**config.mk**
```make
export PLATFORM = sky130hd
export DESIGN_NAME = bird_pipe_collide_flat
export DESIGN_NICKNAME = d
export VERILOG_FILES = /design/src/rtl/bird_pipe_collide_if.sv /design/src/rtl/bird_pipe_collide.sv /design/src/flat_wrapper.sv
export SDC_FILE = /design/constraint.sdc
export NUM_CORES = 1
export LEC_CHECK = 0
export BUFFER_PORTS_ARGS = -buffer_cell sky130_fd_sc_hd__buf_2
export CORE_MARGIN = 1.5
export CORE_UTILIZATION = 35
export CTS_CLUSTER_DIAMETER = 150
export DETAILED_ROUTE_END_ITERATION = 10
export PLACE_DENSITY = 0.58
export RECOVER_POWER = 50
export SLEW_MARGIN = 30
export SYNTH_ARGS = -nofsm -noshare
export SYNTH_HDL_FRONTEND = slang
export SYNTH_SLANG_ARGS = --single-unit
```
**constraint.sdc**
```tcl
create_clock -name frame_clk -period 4.7 [get_ports frame_clk]
set_clock_uncertainty 0.15 [all_clocks]
set_input_delay 0.235 -clock frame_clk [delete_from_list [all_inputs] [get_ports frame_clk]]
set_output_delay 0.235 -clock frame_clk [all_outputs]
set_load 0.02 [all_outputs]
```
**src/rtl/bird_pipe_collide_if.sv**
```systemverilog
// Signal bundle between the motion stages and the collision/score block.
// The master drives bird/pipe positions and start; the slave returns game status.
interface bird_pipe_collide_if;
    logic        start;
    logic [9:0]  BirdX;
    logic [9:0]  BirdY;
    logic [9:0]  BirdS;
    logic [9:0]  PipeX;
    logic [9:0]  PipeGapY;
    logic [1:0]  game_state;
    logic        collide;
    logic [11:0] score_bcd;
    logic [11:0] high_bcd;
    logic        freeze;

    modport master (
        output start, BirdX, BirdY, BirdS, PipeX, PipeGapY,
        input  game_state, collide, score_bcd, high_bcd, freeze
    );

    modport slave (
        input  start, BirdX, BirdY, BirdS, PipeX, PipeGapY,
        output game_state, collide, score_bcd, high_bcd, freeze
    );
endinterface

```
**src/rtl/bird_pipe_collide.sv**
```systemverilog
// Per-frame bird/pipe/ground collision test, game-state FSM and BCD score keeping.
// Define HIGH_SCORE_EN to keep a high-score register; otherwise high_bcd reads 000.
module bird_pipe_collide #(
    parameter int PIPE_HW  = 20,
    parameter int GAP_HH   = 50,
    parameter int GROUND_Y = 470,
    parameter int HIT_HOLD = 60
) (
    input  logic                 frame_clk,
    input  logic                 Reset,
    bird_pipe_collide_if.slave   bus
);

    typedef enum logic [1:0] {
        ST_IDLE = 2'b00,
        ST_PLAY = 2'b01,
        ST_HIT  = 2'b10,
        ST_OVER = 2'b11
    } state_t;

    localparam int CW = (HIT_HOLD > 1) ? $clog2(HIT_HOLD) : 1;
    localparam logic [CW-1:0] HOLD_LAST = CW'(HIT_HOLD - 1);
    localparam logic [10:0]   PW  = 11'(PIPE_HW);
    localparam logic [10:0]   GH  = 11'(GAP_HH);
    localparam logic [10:0]   GND = 11'(GROUND_Y);

    state_t        state_q, state_d;
    logic [CW-1:0] cnt_q, cnt_d;
    logic [11:0]   score_q, score_d;
    logic          collide_q, collide_d;
    logic          freeze_q, freeze_d;
    logic          start_prev_q;
    logic [9:0]    pipex_prev_q;

    logic [10:0] bx, by, bs, px, gy, ppx;
    logic        start_edge, hx, out_gap, ground, hit, pass_evt;

    function automatic logic [11:0] bcd_inc(input logic [11:0] v);
        logic [3:0] d0, d1, d2;
        d0 = v[3:0];
        d1 = v[7:4];
        d2 = v[11:8];
        if (v == 12'h999) return v;
        if (d0 == 4'd9) begin
            d0 = 4'd0;
            if (d1 == 4'd9) begin
                d1 = 4'd0;
                d2 = d2 + 4'd1;
            end else begin
                d1 = d1 + 4'd1;
            end
        end else begin
            d0 = d0 + 4'd1;
        end
        return {d2, d1, d0};
    endfunction

    // Every compare is arranged with sums on both sides so nothing can wrap.
    always_comb begin
        bx  = {1'b0, bus.BirdX};
        by  = {1'b0, bus.BirdY};
        bs  = {1'b0, bus.BirdS};
        px  = {1'b0, bus.PipeX};
        gy  = {1'b0, bus.PipeGapY};
        ppx = {1'b0, pipex_prev_q};
        start_edge = bus.start & ~start_prev_q;
        hx       = (bx + bs + PW >= px) & (bx <= px + PW + bs);
        out_gap  = (by + bs > gy + GH) | (by + GH < gy + bs);
        ground   = (by + bs >= GND);
        hit      = (hx & out_gap) | ground;
        pass_evt = (ppx + PW >= bx) & (px + PW < bx);
    end

    always_comb begin
        state_d   = state_q;
        cnt_d     = cnt_q;
        score_d   = score_q;
        collide_d = 1'b0;
        case (state_q)
            ST_IDLE: begin
                if (start_edge) begin
                    state_d = ST_PLAY;
                    score_d = 12'h000;
                end
            end
            ST_PLAY: begin
                if (hit) begin
                    state_d   = ST_HIT;
                    collide_d = 1'b1;
                    cnt_d     = '0;
                end else if (pass_evt) begin
                    score_d = bcd_inc(score_q);
                end
            end
            ST_HIT: begin
                if (cnt_q == HOLD_LAST) state_d = ST_OVER;
                else                    cnt_d   = cnt_q + 1'b1;
            end
            ST_OVER: begin
                if (start_edge) state_d = ST_IDLE;
            end
            default: state_d = ST_IDLE;
        endcase
        freeze_d = (state_d != ST_PLAY);
    end

    always_ff @(posedge frame_clk) begin
        if (Reset) begin
            state_q      <= ST_IDLE;
            cnt_q        <= '0;
            score_q      <= 12'h000;
            collide_q    <= 1'b0;
            freeze_q     <= 1'b1;
            start_prev_q <= 1'b0;
            pipex_prev_q <= 10'd0;
        end else begin
            state_q      <= state_d;
            cnt_q        <= cnt_d;
            score_q      <= score_d;
            collide_q    <= collide_d;
            freeze_q     <= freeze_d;
            start_prev_q <= bus.start;
            pipex_prev_q <= bus.PipeX;
        end
    end

`ifdef HIGH_SCORE_EN
    logic [11:0] high_q, high_d;

    // BCD digits order the same way as binary, so a plain compare suffices.
    always_comb begin
        high_d = high_q;
        if (state_q == ST_HIT && cnt_q == HOLD_LAST && score_q > high_q)
            high_d = score_q;
    end

    always_ff @(posedge frame_clk) begin
        if (Reset) high_q <= 12'h000;
        else       high_q <= high_d;
    end

    assign bus.high_bcd = high_q;
`else
    assign bus.high_bcd = 12'h000;
`endif

    assign bus.game_state = state_q;
    assign bus.collide    = collide_q;
    assign bus.score_bcd  = score_q;
    assign bus.freeze     = freeze_q;

endmodule

```
**src/flat_wrapper.sv**
```systemverilog
// flat-port wrapper written by rule: the top's interface ports become plain ports
module bird_pipe_collide_flat 
#(
    parameter int PIPE_HW  = 20,
    parameter int GAP_HH   = 50,
    parameter int GROUND_Y = 470,
    parameter int HIT_HOLD = 60
)
  (frame_clk, Reset, bus_start, bus_BirdX, bus_BirdY, bus_BirdS, bus_PipeX, bus_PipeGapY, bus_game_state, bus_collide, bus_score_bcd, bus_high_bcd, bus_freeze);
  bird_pipe_collide_if bus_i ();
  input  logic frame_clk;
  input  logic Reset;
  input wire logic [$bits(bus_i.start)-1:0] bus_start;
  input wire logic [$bits(bus_i.BirdX)-1:0] bus_BirdX;
  input wire logic [$bits(bus_i.BirdY)-1:0] bus_BirdY;
  input wire logic [$bits(bus_i.BirdS)-1:0] bus_BirdS;
  input wire logic [$bits(bus_i.PipeX)-1:0] bus_PipeX;
  input wire logic [$bits(bus_i.PipeGapY)-1:0] bus_PipeGapY;
  output wire logic [$bits(bus_i.game_state)-1:0] bus_game_state;
  output wire logic [$bits(bus_i.collide)-1:0] bus_collide;
  output wire logic [$bits(bus_i.score_bcd)-1:0] bus_score_bcd;
  output wire logic [$bits(bus_i.high_bcd)-1:0] bus_high_bcd;
  output wire logic [$bits(bus_i.freeze)-1:0] bus_freeze;
  assign bus_i.start = bus_start;
  assign bus_i.BirdX = bus_BirdX;
  assign bus_i.BirdY = bus_BirdY;
  assign bus_i.BirdS = bus_BirdS;
  assign bus_i.PipeX = bus_PipeX;
  assign bus_i.PipeGapY = bus_PipeGapY;
  assign bus_game_state = bus_i.game_state;
  assign bus_collide = bus_i.collide;
  assign bus_score_bcd = bus_i.score_bcd;
  assign bus_high_bcd = bus_i.high_bcd;
  assign bus_freeze = bus_i.freeze;
  bird_pipe_collide #(.PIPE_HW(PIPE_HW), .GAP_HH(GAP_HH), .GROUND_Y(GROUND_Y), .HIT_HOLD(HIT_HOLD)) u_core (.frame_clk(frame_clk), .Reset(Reset), .bus(bus_i));
endmodule
```
==> impl_summary.md, run 1 <==
Status
The flow ran to the end, but the final reports show violations. The final reports fail on capacitance limit, slew limit.

Global route
In the global route stage, met3 resource usage came out at 0.0163. The via count of the first global-routing pass is 4535. The number of antenna violations at the first check in global routing came to 0. For this run, global-route usage on met2 was measured as 0.282. The routing usage on met1 is 0.240.

The sum of overflow across all layers after global routing is 0. After global routing, the most crowded layer is met2. The pin count of the biggest net entering global routing is 41. The first-pass GRT wire length is 22500 um.

In the global route stage, overall resource usage came out at 0.168.

Floorplanning
The die outline height is 127 um. The effective utilization at floorplan is 0.358. The floorplan step set the die width to 127 um. The site row count is 45.

The core region is 0.0151 mm2. The overall die area is 0.0163 mm2. 81 I/O pins were placed.

Timing
For the pin with the worst max-slew slack, the measured transition is 1.72 ns. Setup total negative slack on the finished layout was measured at 0 ns. The routed design could run at a clock period as short as 4.40 ns. The max-slew headroom at the worst pin is -0.144. After layout, the worst setup slack is 0.305 ns. The worst hold slack after final layout is 0.0370 ns. The total setup violations reported at the end of the flow is 0. The number of slew-limit violations in the final report was 41.

The final worst-path cycle share is 0.935. Setup repair after global routing left no endpoint under its margin. The peak clock frequency supported by timing is 228 MHz. The count of final hold-check violations was 0.

Hold path
The startpoint identified for the worst hold timing path is bus_start. The worst hold-check path type is in -> reg.

Critical path
The worst setup path category is in -> reg. The endpoint class of the critical path is a register. The kind of cell with the highest combined delay along the critical path is compound AO/OA/AOI/OAI gates.

STA puts the critical path data required time at 4.64 ns. The critical path goes through buf_2 > ha_1 > inv_1 > fa_1 > and2b_1 > o211ai_1 > a21oi_1 > xnor2_1 > inv_1 > ha_1 > a22o_1 > o41ai_1 > a21oi_1 > o32ai_1 > o211ai_4 > a221oi_1 > a2bb2oi_1 > nor2_1. In this run the worst setup path begins at bus_BirdS[0].

The largest single stage delay on the critical path is 0.47 ns. The cell with the largest stage delay on the worst path is sky130_fd_sc_hd__o32ai_1. At the worst endpoint, the arrival time is 4.34 ns. The type of element launching the critical path is an input pin.

The sum of buffers and inverters on the critical path is 3. The peak fanout along the critical path is 9. The critical register-to-register path startpoint is u_core.pipex_prev_q[2].

Final layout
The share of layout cells above drive strength 1 is 0.100. The number of antenna diodes in the final layout is 0. The final standard cell count with taps included and fillers excluded is 947.

The final layout contains 940 nets. The number of fillers in the final layout is 1533. The sequential standard cell area is 661 um2. Compared with the post-synthesis result, the final layout area differs by 12.4%. The top cell types in the final layout, fill and taps aside, are sky130_fd_sc_hd__ha_1 (125), sky130_fd_sc_hd__inv_1 (72), sky130_fd_sc_hd__a21oi_1 (54), sky130_fd_sc_hd__buf_2 (54), sky130_fd_sc_hd__nor2_1 (43). The most common cell after layout, fill and taps aside is sky130_fd_sc_hd__ha_1. Summing all multi-input logic gate instances after layout gives 0.00442 mm2.

Clock network
The number of buffers inserted to repair setup after CTS is 0. The quantity of hold-fixing buffers added after cts is 0. TritonCTS built the clock tree.

The number of buffers created by CTS is 5. The maximum level of the CTS H-tree is 2. After clock tree synthesis, the repair step resized 0 gates. Clock-pin slew was measured on the worst setup and hold paths at 0.06 ns. Clock tree synthesis selected as its root buffer the cell sky130_fd_sc_hd__clkbuf_16. The clock passes through at most 2 buffers. CTS saw 33 sinks. The later-pin clock latency in the skew report is 0.28 ns.

Pwr
Power spread over the standard cell area amounts to 261 mW/mm2. For this design the static power due to leakage is 0.00285 uW. The maximum resistive drop on vdd is 0.243 mV. The overall power after layout is 1590 uW.

Route
The ratio of routed vias to standard cells is 5.09. Before antenna repair, the detailed router went through 5 iterations. The DRC marker count from the first detailed-route iteration is 231. Detailed routing inserted a total of 4822 vias. After detailed routing, the average wire length per cell comes to 14.1 um. The final wirelength is 13300 um. The count of nets left with antenna violations after detail routing is 0. The number of DRC violations after detailed routing is 0.

Logic synthesis
sky130_fd_sc_hd__ha_1 takes more of the synthesized area than any other cell. The unique cell type count in the Yosys netlist is 70. The instance count of the mapped netlist is 689. The register area share after synthesis is 0.122. The warning count from the yosys run is 0. Yosys mapped a number of flops with a built-in enable equal to 0.

By area the synthesized netlist is led by sky130_fd_sc_hd__ha_1 (29%), sky130_fd_sc_hd__dfxtp_1 (12%), sky130_fd_sc_hd__xnor2_1 (6.0%). After synthesis the cells add up to 0.00542 mm2. Of all flip-flops after synthesis, the portion carrying an async set or reset was 0. The dominant synthesized flop cell is sky130_fd_sc_hd__dfxtp_1. Averaged over all synthesized cells, the footprint is 7.87 um2. The register bit total from synthesis is 33. Of the post-synthesis cell area, the dominant cell type holds 0.288.

Placement
At the end of routability-driven placement, the weighted congestion stood at 0.895. Including well taps, the total number of placed cells is 939. OpenSTA, run right after detailed placement, puts the worst setup slack at 0.0928 ns. The count of input and output buffers is 68.

The post-DP HPWL is 11400 um.

Flow run
The reported max-cap violation count is 1.
==> power breakdown <==
part / internal, uW / switching [uW]
Sequential: 297 / 12.9
Combinational: 367 / 530
Clock: 264 / 120
==> through the flow <==
step                utilization  cell area [um2]
floorplan                     -             5470
global placement          0.392             5940
detailed placement        0.392             5940
CTS                       0.404             6110
global route              0.402             6090
finish                    0.402             6090
==> cells by family (layout without fill, tap and decap cells) <==
| family | count (synthesis) | count (layout) | synth area share |
|---|---|---|---|
| mux | 3 | 3 | 0.00600 |
| fa+ha+maj | 129 | 129 | 0.303 |
| other cells | 1 | 12 | 0.000691 |
| buf+inv | 91 | 150 | 0.0713 |
| compound gates | 187 | 187 | 0.228 |
| flops | 33 | 33 | 0.122 |
| simple gates | 191 | 191 | 0.182 |
| xor+xnor | 54 | 54 | 0.0872 |
==> cell type report <==
class | instances | share of cell area
clock buffers | 6 | 0.0228
clock inverters | 2 | 0.00616
inverters | 73 | 0.0450
multi-input cells | 576 | 0.725
flip-flops and latches | 33 | 0.108
well taps | 188 | 0.0386
repair buffers | 69 | 0.0542
==> Yosys cell counts (8+ instances only) <==
cell type and instances:
sky130_fd_sc_hd__a21oi_1 54, sky130_fd_sc_hd__o21bai_1 8, sky130_fd_sc_hd__a21o_1 14, sky130_fd_sc_hd__xor2_1 17, sky130_fd_sc_hd__nor2_1 43, sky130_fd_sc_hd__nor2b_1 15
sky130_fd_sc_hd__nand2b_1 18, sky130_fd_sc_hd__o211ai_1 11, sky130_fd_sc_hd__nand3_1 21, sky130_fd_sc_hd__o21ai_1 8, sky130_fd_sc_hd__nand2_1 42, sky130_fd_sc_hd__inv_1 72
sky130_fd_sc_hd__nor3_1 10, sky130_fd_sc_hd__o21ai_0 31, sky130_fd_sc_hd__xnor2_1 37, sky130_fd_sc_hd__nand4_1 8, sky130_fd_sc_hd__buf_4 12, sky130_fd_sc_hd__dfxtp_1 33
sky130_fd_sc_hd__ha_1 125
==> state kept, by name, summed over array words and instances, names as in the netlist <==
name and cells:
u_core.pipex_prev_q 10, u_core.cnt_q 6, u_core.bus.freeze 1, u_core.start_prev_q 1, u_core.bus.game_state 2, u_core.bus.score_bcd 12, u_core.bus.collide 1
==> worst paths after layout <==
check / end / slack [ns] / cells past startpoint
setup / recovery: u_core.bus.game_state[1] / 0.30 / 18
hold / removal: u_core.start_prev_q / 0.04 / 2
setup reg to reg: u_core.bus.score_bcd[5] / 1.35 / 10
hold reg to reg: u_core.cnt_q[5] / 0.33 / 1
==> layer usage <==
metal,part of all wire,vias to the layer above
met1,0.52,2133
met2,0.44,78
met4,0.0045,0
li1,-,2605
met3,0.029,6
met5,0,-
No activity file was read; power rests on OpenSTA's default activity.
==> inputs of run 2 (changes only) <==
--- a/config.mk
+++ b/config.mk
@@ -6,11 +6,12 @@
 export NUM_CORES = 1
 export LEC_CHECK = 0
 export BUFFER_PORTS_ARGS = -buffer_cell sky130_fd_sc_hd__buf_2
+export CORE_ASPECT_RATIO = 1.5
 export CORE_MARGIN = 1.5
 export CORE_UTILIZATION = 35
 export CTS_CLUSTER_DIAMETER = 150
+export CTS_CLUSTER_SIZE = 25
 export DETAILED_ROUTE_END_ITERATION = 10
-export PLACE_DENSITY = 0.58
 export RECOVER_POWER = 50
 export SLEW_MARGIN = 30
 export SYNTH_ARGS = -nofsm -noshare
==> run 2 against run 1 <==
Against the previous run:
- the flow still finishes with violations (capacitance limit, slew limit)
- setup slack better by 0.18 ns
- die area about the same
- clock-buffer cell count down 1
- hold slack about the same
- highest routed layer unchanged
- power down 4.7%
- via count up 3.5%
- utilization down 0.25 points
==> impl_summary.md, run 2 (synthesis results as in run 1) <==
Timing
The final worst-path cycle share is 0.897. Headroom to the max-slew limit came out at -0.166. The count of final hold-check violations is 0. The clock period minus final worst setup slack is 4.21 ns.

The peak clock frequency supported by timing is 237 MHz. The number of slew-limit violations in the final report is 41. Setup repair after global routing left no endpoint under its margin. The slew at the pin closest to its max-slew limit is 1.75 ns.

The post-route setup TNS is 0 ns. The total setup violations reported at the end of the flow is 0.

Floorplanning
The initial utilization of the core area, before any placement, comes to 0.358. 81 I/O pins were placed. The floorplan step set the die width to 105 um. The die outline height is 155 um. The core region is 0.0151 mm2. The site row count is 55. The die covers 0.0163 mm2.

Status
The checks that failed: capacitance limit, slew limit. The run finished, with violations left.

Route
The count of nets left with antenna violations after detail routing is 0. The number of DRC violations after detailed routing is 0. The total number of vias is 4990. The mean routed wirelength per cell is 14.8 um. The ratio of routed vias to standard cells is 5.23. The first routing iteration left 149 violations.

The final wirelength is 14200 um. The first TritonRoute pass finished after 4 iterations.

Global route
The total overflow left after global routing is 0. The first-pass GRT wire length is 23600 um. In the global route stage, overall resource usage came out at 0.179. The pin count of the biggest net entering global routing is 41. The via count of the first global-routing pass is 5203.

The number of antenna violations at the first check in global routing is 0.

Clock network
The clock tree root driver cell is sky130_fd_sc_hd__clkbuf_16. TritonCTS built the clock tree. The number of sinks driven by the clock tree is 33. The maximum level of the CTS H-tree is 2. The clock edge transition at the registers on the reported setup and hold paths is 0.05 ns. The number of resized instances in the post-cts repair step is 0. Clock latency on the worst-skew pair, taken at its later pin, is 0.28 ns. After clock tree synthesis, the flow added hold-fix buffers numbering 0.

The number of buffers created by CTS is 5. The longest clock path from root to sink contains 2 buffers. Once the clock tree was built, the setup fixing pass inserted 0 buffers.

Pwr
The ratio of total power to cell area is 250 mW/mm2. The share of total power in the clock network is 0.200. The share of total power dissipated in sequential elements is 0.204. The share of total power dissipated in combinational logic is 0.596. Of the total power, the share spent switching nets is 0.436. The leakage power figure is 0.00283 uW. Summed over all nets, the switching power comes to 662 uW. The maximum resistive drop on vdd is 0.267 mV. The internal power summed over all cells is 854 uW.

Final layout
The number of diodes is 0. The finished cells cover 0.00605 mm2. The share of layout cells above drive strength 1 is 0.0966. In the layout the commonest cells are sky130_fd_sc_hd__ha_1 (125), sky130_fd_sc_hd__inv_1 (72), sky130_fd_sc_hd__a21oi_1 (54), sky130_fd_sc_hd__buf_2 (54), sky130_fd_sc_hd__nor2_1 (43). Leaving out filler cells and counting taps, the final layout contains 955. The flip-flop count of the largest register, all copies and words added is 12. For this run, the post-layout net count is 939. The synthesis-to-layout area growth is 11.6%.

The fraction of the core area covered by cells at the end of the flow is 0.400. Leaving out fill and tap cells, the most frequent cell in the layout is sky130_fd_sc_hd__ha_1.

Critical path
In this run the worst path has a maximum fanout of 9. The data required time of the critical path is 4.74 ns. The data arrival at the endpoint of the critical path is 4.25 ns. The critical path in this run is classified as in -> reg. The endpoint class of the critical path is a register. The worst setup path is launched from an input pin.

Hold path
The worst hold-check path type is in -> reg.

Placement
The count of buffers added on input and output ports is 68. The final RePlAce weighted congestion is 0.844. The placed instances occupy a cell area of 0.00594 mm2. The post-DP HPWL is 12300 um. The placed instance count is 949.

Flow run
The tool flagged a number of max-cap violations equal to 1.
run 2: worst paths after layout:
path                                              from                  endpoint  slack [ns]  depth (start not counted)
worst max-delay path                      bus_BirdS[0]  u_core.bus.score_bcd[10]        0.49                         18
worst min-delay path                         bus_start       u_core.start_prev_q        0.04                          2
worst max register to register  u_core.pipex_prev_q[2]   u_core.bus.score_bcd[7]        1.49                         13
worst min register to register         u_core.cnt_q[1]           u_core.cnt_q[1]        0.34                          2
run 2: cell type report:
class | count | area [um2]
clock buffer | 5 | 125
clock inverter | 1 | 5.00
fill | 1649 | 9080
inverter | 73 | 274
multi-input combinational | 576 | 4420
sequential | 33 | 661
tap | 199 | 249
timing repair buffer | 68 | 323
run 2: metrics by stage:
stage / hold WS [ns] / total power (uW) / worst slack, ns
final: 0.0366 / 1520 / 0.486
after global routing: 0.0674 / 1660 / 0.150
after CTS: 0.0350 / 1540 / 0.482
after detailed placement: 0.323 / 1230 / 0.165
after global placement: 0.318 / 1220 / 0.254
after floorplan: 0.213 / 990 / 0.785
run 2: metal layers:
| layer | track usage | share of wire |
|---|---|---|
| met2 | 0.363 | 0.54 |
| met3 | 0.0176 | 0.030 |
| met5 | 0 | 0 |
| met4 | 0.0933 | 0.042 |
| met1 | 0.176 | 0.39 |
run 2: power by group through the flow:
stage / Combinational [uW] / Clock [uW] / Sequential (uW)
after floorplan: 662 / 0 / 328
after CTS: 915 / 313 / 309
after global routing: 1020 / 325 / 312
after global placement: 902 / 0 / 316
after detailed placement: 910 / 0 / 315
final: 904 / 303 / 309
run 2: critical path: stages:
cell and delay (ns):
sky130_fd_sc_hd__buf_2 0.13, sky130_fd_sc_hd__ha_1 0.20, sky130_fd_sc_hd__inv_1 0.06, sky130_fd_sc_hd__fa_1 0.40, sky130_fd_sc_hd__and2b_1 0.23, sky130_fd_sc_hd__o211ai_1 0.13
sky130_fd_sc_hd__a21oi_1 0.23, sky130_fd_sc_hd__xnor2_1 0.18, sky130_fd_sc_hd__inv_1 0.07, sky130_fd_sc_hd__ha_1 0.32, sky130_fd_sc_hd__a22o_1 0.23, sky130_fd_sc_hd__o41ai_1 0.35
sky130_fd_sc_hd__a21oi_1 0.12, sky130_fd_sc_hd__o32ai_1 0.43, sky130_fd_sc_hd__o211ai_4 0.21, sky130_fd_sc_hd__nor3_2 0.34, sky130_fd_sc_hd__nand3_1 0.15, sky130_fd_sc_hd__o311ai_1 0.23
==> inputs of run 3 (changes only) <==
--- a/config.mk
+++ b/config.mk
@@ -8,7 +8,7 @@
 export BUFFER_PORTS_ARGS = -buffer_cell sky130_fd_sc_hd__buf_2
 export CORE_ASPECT_RATIO = 1.5
 export CORE_MARGIN = 1.5
-export CORE_UTILIZATION = 35
+export CORE_UTILIZATION = 25
 export CTS_CLUSTER_DIAMETER = 150
 export CTS_CLUSTER_SIZE = 25
 export DETAILED_ROUTE_END_ITERATION = 10
==> constraint.sdc (replaced) <==
create_clock -name frame_clk -period 4.7 [get_ports frame_clk]
set_clock_uncertainty 0.15 [all_clocks]
set_input_delay 1.175 -clock frame_clk [delete_from_list [all_inputs] [get_ports frame_clk]]
set_output_delay 1.175 -clock frame_clk [all_outputs]
set_load 0.02 [all_outputs]
==> run 3 against run 2 <==
Against the previous run:
- the run ends with setup timing left
- critical path depth grew 2
- largest power group unchanged
- final cell count grew 22%
- setup slack lost 0.67 ns
- first-iteration DRC count grew 62%
- critical path type unchanged
==> impl_summary.md, run 3 (synthesis results as in run 1) <==
Status
The run finished, with violations left. The final reports fail on setup timing.

Timing
Based on the critical path, the design can be clocked at up to 205 MHz. The total setup violations reported at the end of the flow is 13. The count of final hold-check violations was 0.

At the pin with the least slew margin, the transition time is 0.771 ns. Setup repair after global routing could not meet its margin everywhere. The worst hold slack after final layout is 0.328 ns. In the finished design, the share of the clock period the worst path needs comes to 1.04. The smallest setup slack after layout is -0.185 ns.

The number of slew-limit violations in the final report is 0. The smallest clock period supported by the final layout is computed as 4.88 ns. The worst pin sits at a relative slew slack of 0.486.

Clock network
The H-tree was split into 2 levels. In this run the deepest clock path goes through 2 buffers. The tree built by TritonCTS fans out to 33 sinks. The clock tree from TritonCTS is built. After clock tree synthesis, the clock-pin slew on the worst setup and hold paths is 0.06 ns. The number of buffers created by CTS is 5. The later pin in the worst-skew pair is clocked with a latency of 0.29 ns. The clock tree root driver cell is sky130_fd_sc_hd__clkbuf_16.

Global route
The number of antenna violations at the first check in global routing was 1. Entering global routing, the biggest net connects 41 pins. The sum of overflow across all layers after global routing is 0. The first-pass GRT wire length is 26100 um. The via count of the first global-routing pass is 5817. The global router's overall resource usage is 0.145.

Critical path
At the worst endpoint, the required time is 4.74 ns. The worst setup slack for register-to-register paths is 1.61 ns. The endpoint class of the critical path is a register. The critical path goes through buf_4 > buf_4 > ha_1 > and2b_1 > o211ai_1 > a21oi_2 > xnor2_1 > inv_1 > ha_1 > buf_4 > o21ai_0 > a21oi_2 > o41ai_2 > a21oi_2 > o32ai_4 > o211ai_4 > buf_4 > nor3_2 > or4b_1 > o31ai_1. Along the worst path, the maximum fanout reaches 5. The cell count of the worst reg-to-reg path is 13. The top cell family by delay on the critical path is compound AO/OA/AOI/OAI gates. The delay contributed by the slowest stage of the critical path is 0.46 ns.

The worst setup path category is in -> reg. The reg-to-reg critical path endpoint is u_core.bus.score_bcd[10]. The worst setup path is launched from an input pin.

The data arrival at the endpoint of the critical path is 4.93 ns. The critical register-to-register path startpoint is u_core.pipex_prev_q[2]. The dominant cell type by count on the critical path is sky130_fd_sc_hd__buf_4.

The sum of buffers and inverters on the critical path is 5. The cell with the largest stage delay on the worst path is sky130_fd_sc_hd__or4b_1.

Pwr
The leakage power figure is 0.00368 uW. The ratio of total power to cell area is 263 mW/mm2. The worst-case IR drop observed on VDD is 0.289 mV. The overall power after layout is 2050 uW.

Hold path
The worst hold path terminates at u_core.cnt_q[1]. The hold-critical path depth is 2. The beginning of the worst hold path is u_core.cnt_q[1].

The worst hold-check path type is reg -> reg.

Placement
The count of buffers added on input and output ports is 68. The placed instance count is 1135. In this run the cell area measured after placement is 0.00693 mm2. The wire-length estimate of the detail-placed layout is 13400 um. The final RePlAce weighted congestion is 0.833.

Route
The met2 wire length is 8710 um. The amount of wire on met3 after detailed routing is 632 um. After detailed routing, the number of remaining DRC violations is 0.

The ratio of routed vias to standard cells is 4.88. The mean routed wirelength per cell is 14.1 um. Routed signal wires occupy layers up through met5.

The detailed router finished its first iteration with 242 violations. The total number of vias is 5701. The number of optimization iterations in the first detailed-route pass is 4. For this block, the routed nets add up to 16400 um of wire. The met1 wire length is 6600 um. The count of nets left with antenna violations after detail routing is 0.

Final layout
Of the cells placed in the final design, the portion with a size suffix greater than 1 is 0.337. The synthesis-to-layout area growth is 43.7%. The finished layout holds 1169 standard cells, fillers aside. The most common cell after layout, fill and taps aside is sky130_fd_sc_hd__buf_4. The fraction of the core area covered by cells at the end of the flow is 0.369.

Leaving out fill and tap cells, the most frequent cells in the layout are sky130_fd_sc_hd__buf_4 (136), sky130_fd_sc_hd__ha_1 (115), sky130_fd_sc_hd__inv_1 (67), sky130_fd_sc_hd__buf_2 (62), sky130_fd_sc_hd__nand2_1 (41). The flip-flop count of the largest register, all copies and words added is 12. At the end of the flow, the number of nets in the layout was 1081. Summing all non-filler instances in the final layout gives an area of 0.00779 mm2.

Floorplanning
The floorplan has 65 rows. The effective utilization at floorplan is 0.257. From bottom edge to top edge, the die measures 183 um.

The die boundary width is 123 um. The overall die area is 0.0226 mm2. 81 I/O pins were placed. The floorplan step defined a core boundary enclosing 0.0211 mm2.

Flow run
The tool flagged a number of max-cap violations equal to 0.
run 3: through the flow:
stage | setup WS (ns) | TNS, ns
5_1_grt | -0.352 | -5.32
3_3_place_gp | -0.621 | -10.04
3_5_place_dp | -0.609 | -10.66
6_report | -0.185 | -0.968
4_1_cts | -0.0801 | -0.688
2_1_floorplan | -0.00660 | -0.0104
run 3: worst max-delay path by stage:
stage,from,endpoint,slack [ns],cells after the start
2_1_floorplan,bus_BirdS[0],u_core.bus.freeze,-0.007,17
4_1_cts,bus_BirdS[0],u_core.bus.score_bcd[7],-0.08,21
6_report,bus_BirdS[2],u_core.bus.score_bcd[2],-0.18,20
3_5_place_dp,bus_BirdS[0],u_core.cnt_q[5],-0.61,20
5_1_grt,bus_BirdS[0],u_core.cnt_q[3],-0.35,22
3_3_place_gp,bus_BirdS[0],u_core.bus.game_state[1],-0.62,18
run 3: timing repair:
| action | CTS | global route |
|---|---|---|
| gates cloned | 1 | 0 |
| resized for setup | 71 | 39 |
| hold buffers | 0 | 0 |
| endpoints found under the setup margin | 21 | 22 |
| setup buffers | 15 | 10 |
| pin swaps | 60 | 53 |
run 3: layout make-up:
| type | count | area, um2 |
|---|---|---|
| timing repair buffer | 209 | 1440 |
| clock inverter | 3 | 65.1 |
| clock buffer | 5 | 125 |
| fill | 2195 | 13400 |
| tap | 268 | 335 |
| antenna | 1 | 2.50 |
| inverter | 73 | 274 |
| sequential | 33 | 661 |
| multi-input combinational | 577 | 4890 |
run 3: worst min-delay path, delay by kind of cell (launching register included):
kind	cells	cell delay [ns]
DFF	1	0.32
AOI/OAI and AO/OA	1	0.05
and+or+nand+nor	1	0.06
run 3: routing by layer:
metal	track usage	vias to the layer above
met2	0.289	136
met3	0.0187	39
met4	0.0497	2
met1	0.150	2634
met5	0	-
li1	-	2890
run 3: where the power goes:
group          switching, uW  total (uW)  leakage (uW)  internal [uW]
clock network            125         428     0.0000938            303
logic                    690        1310       0.00332            617
registers               13.7         311      0.000269            297
total                    829        2050       0.00368           1220
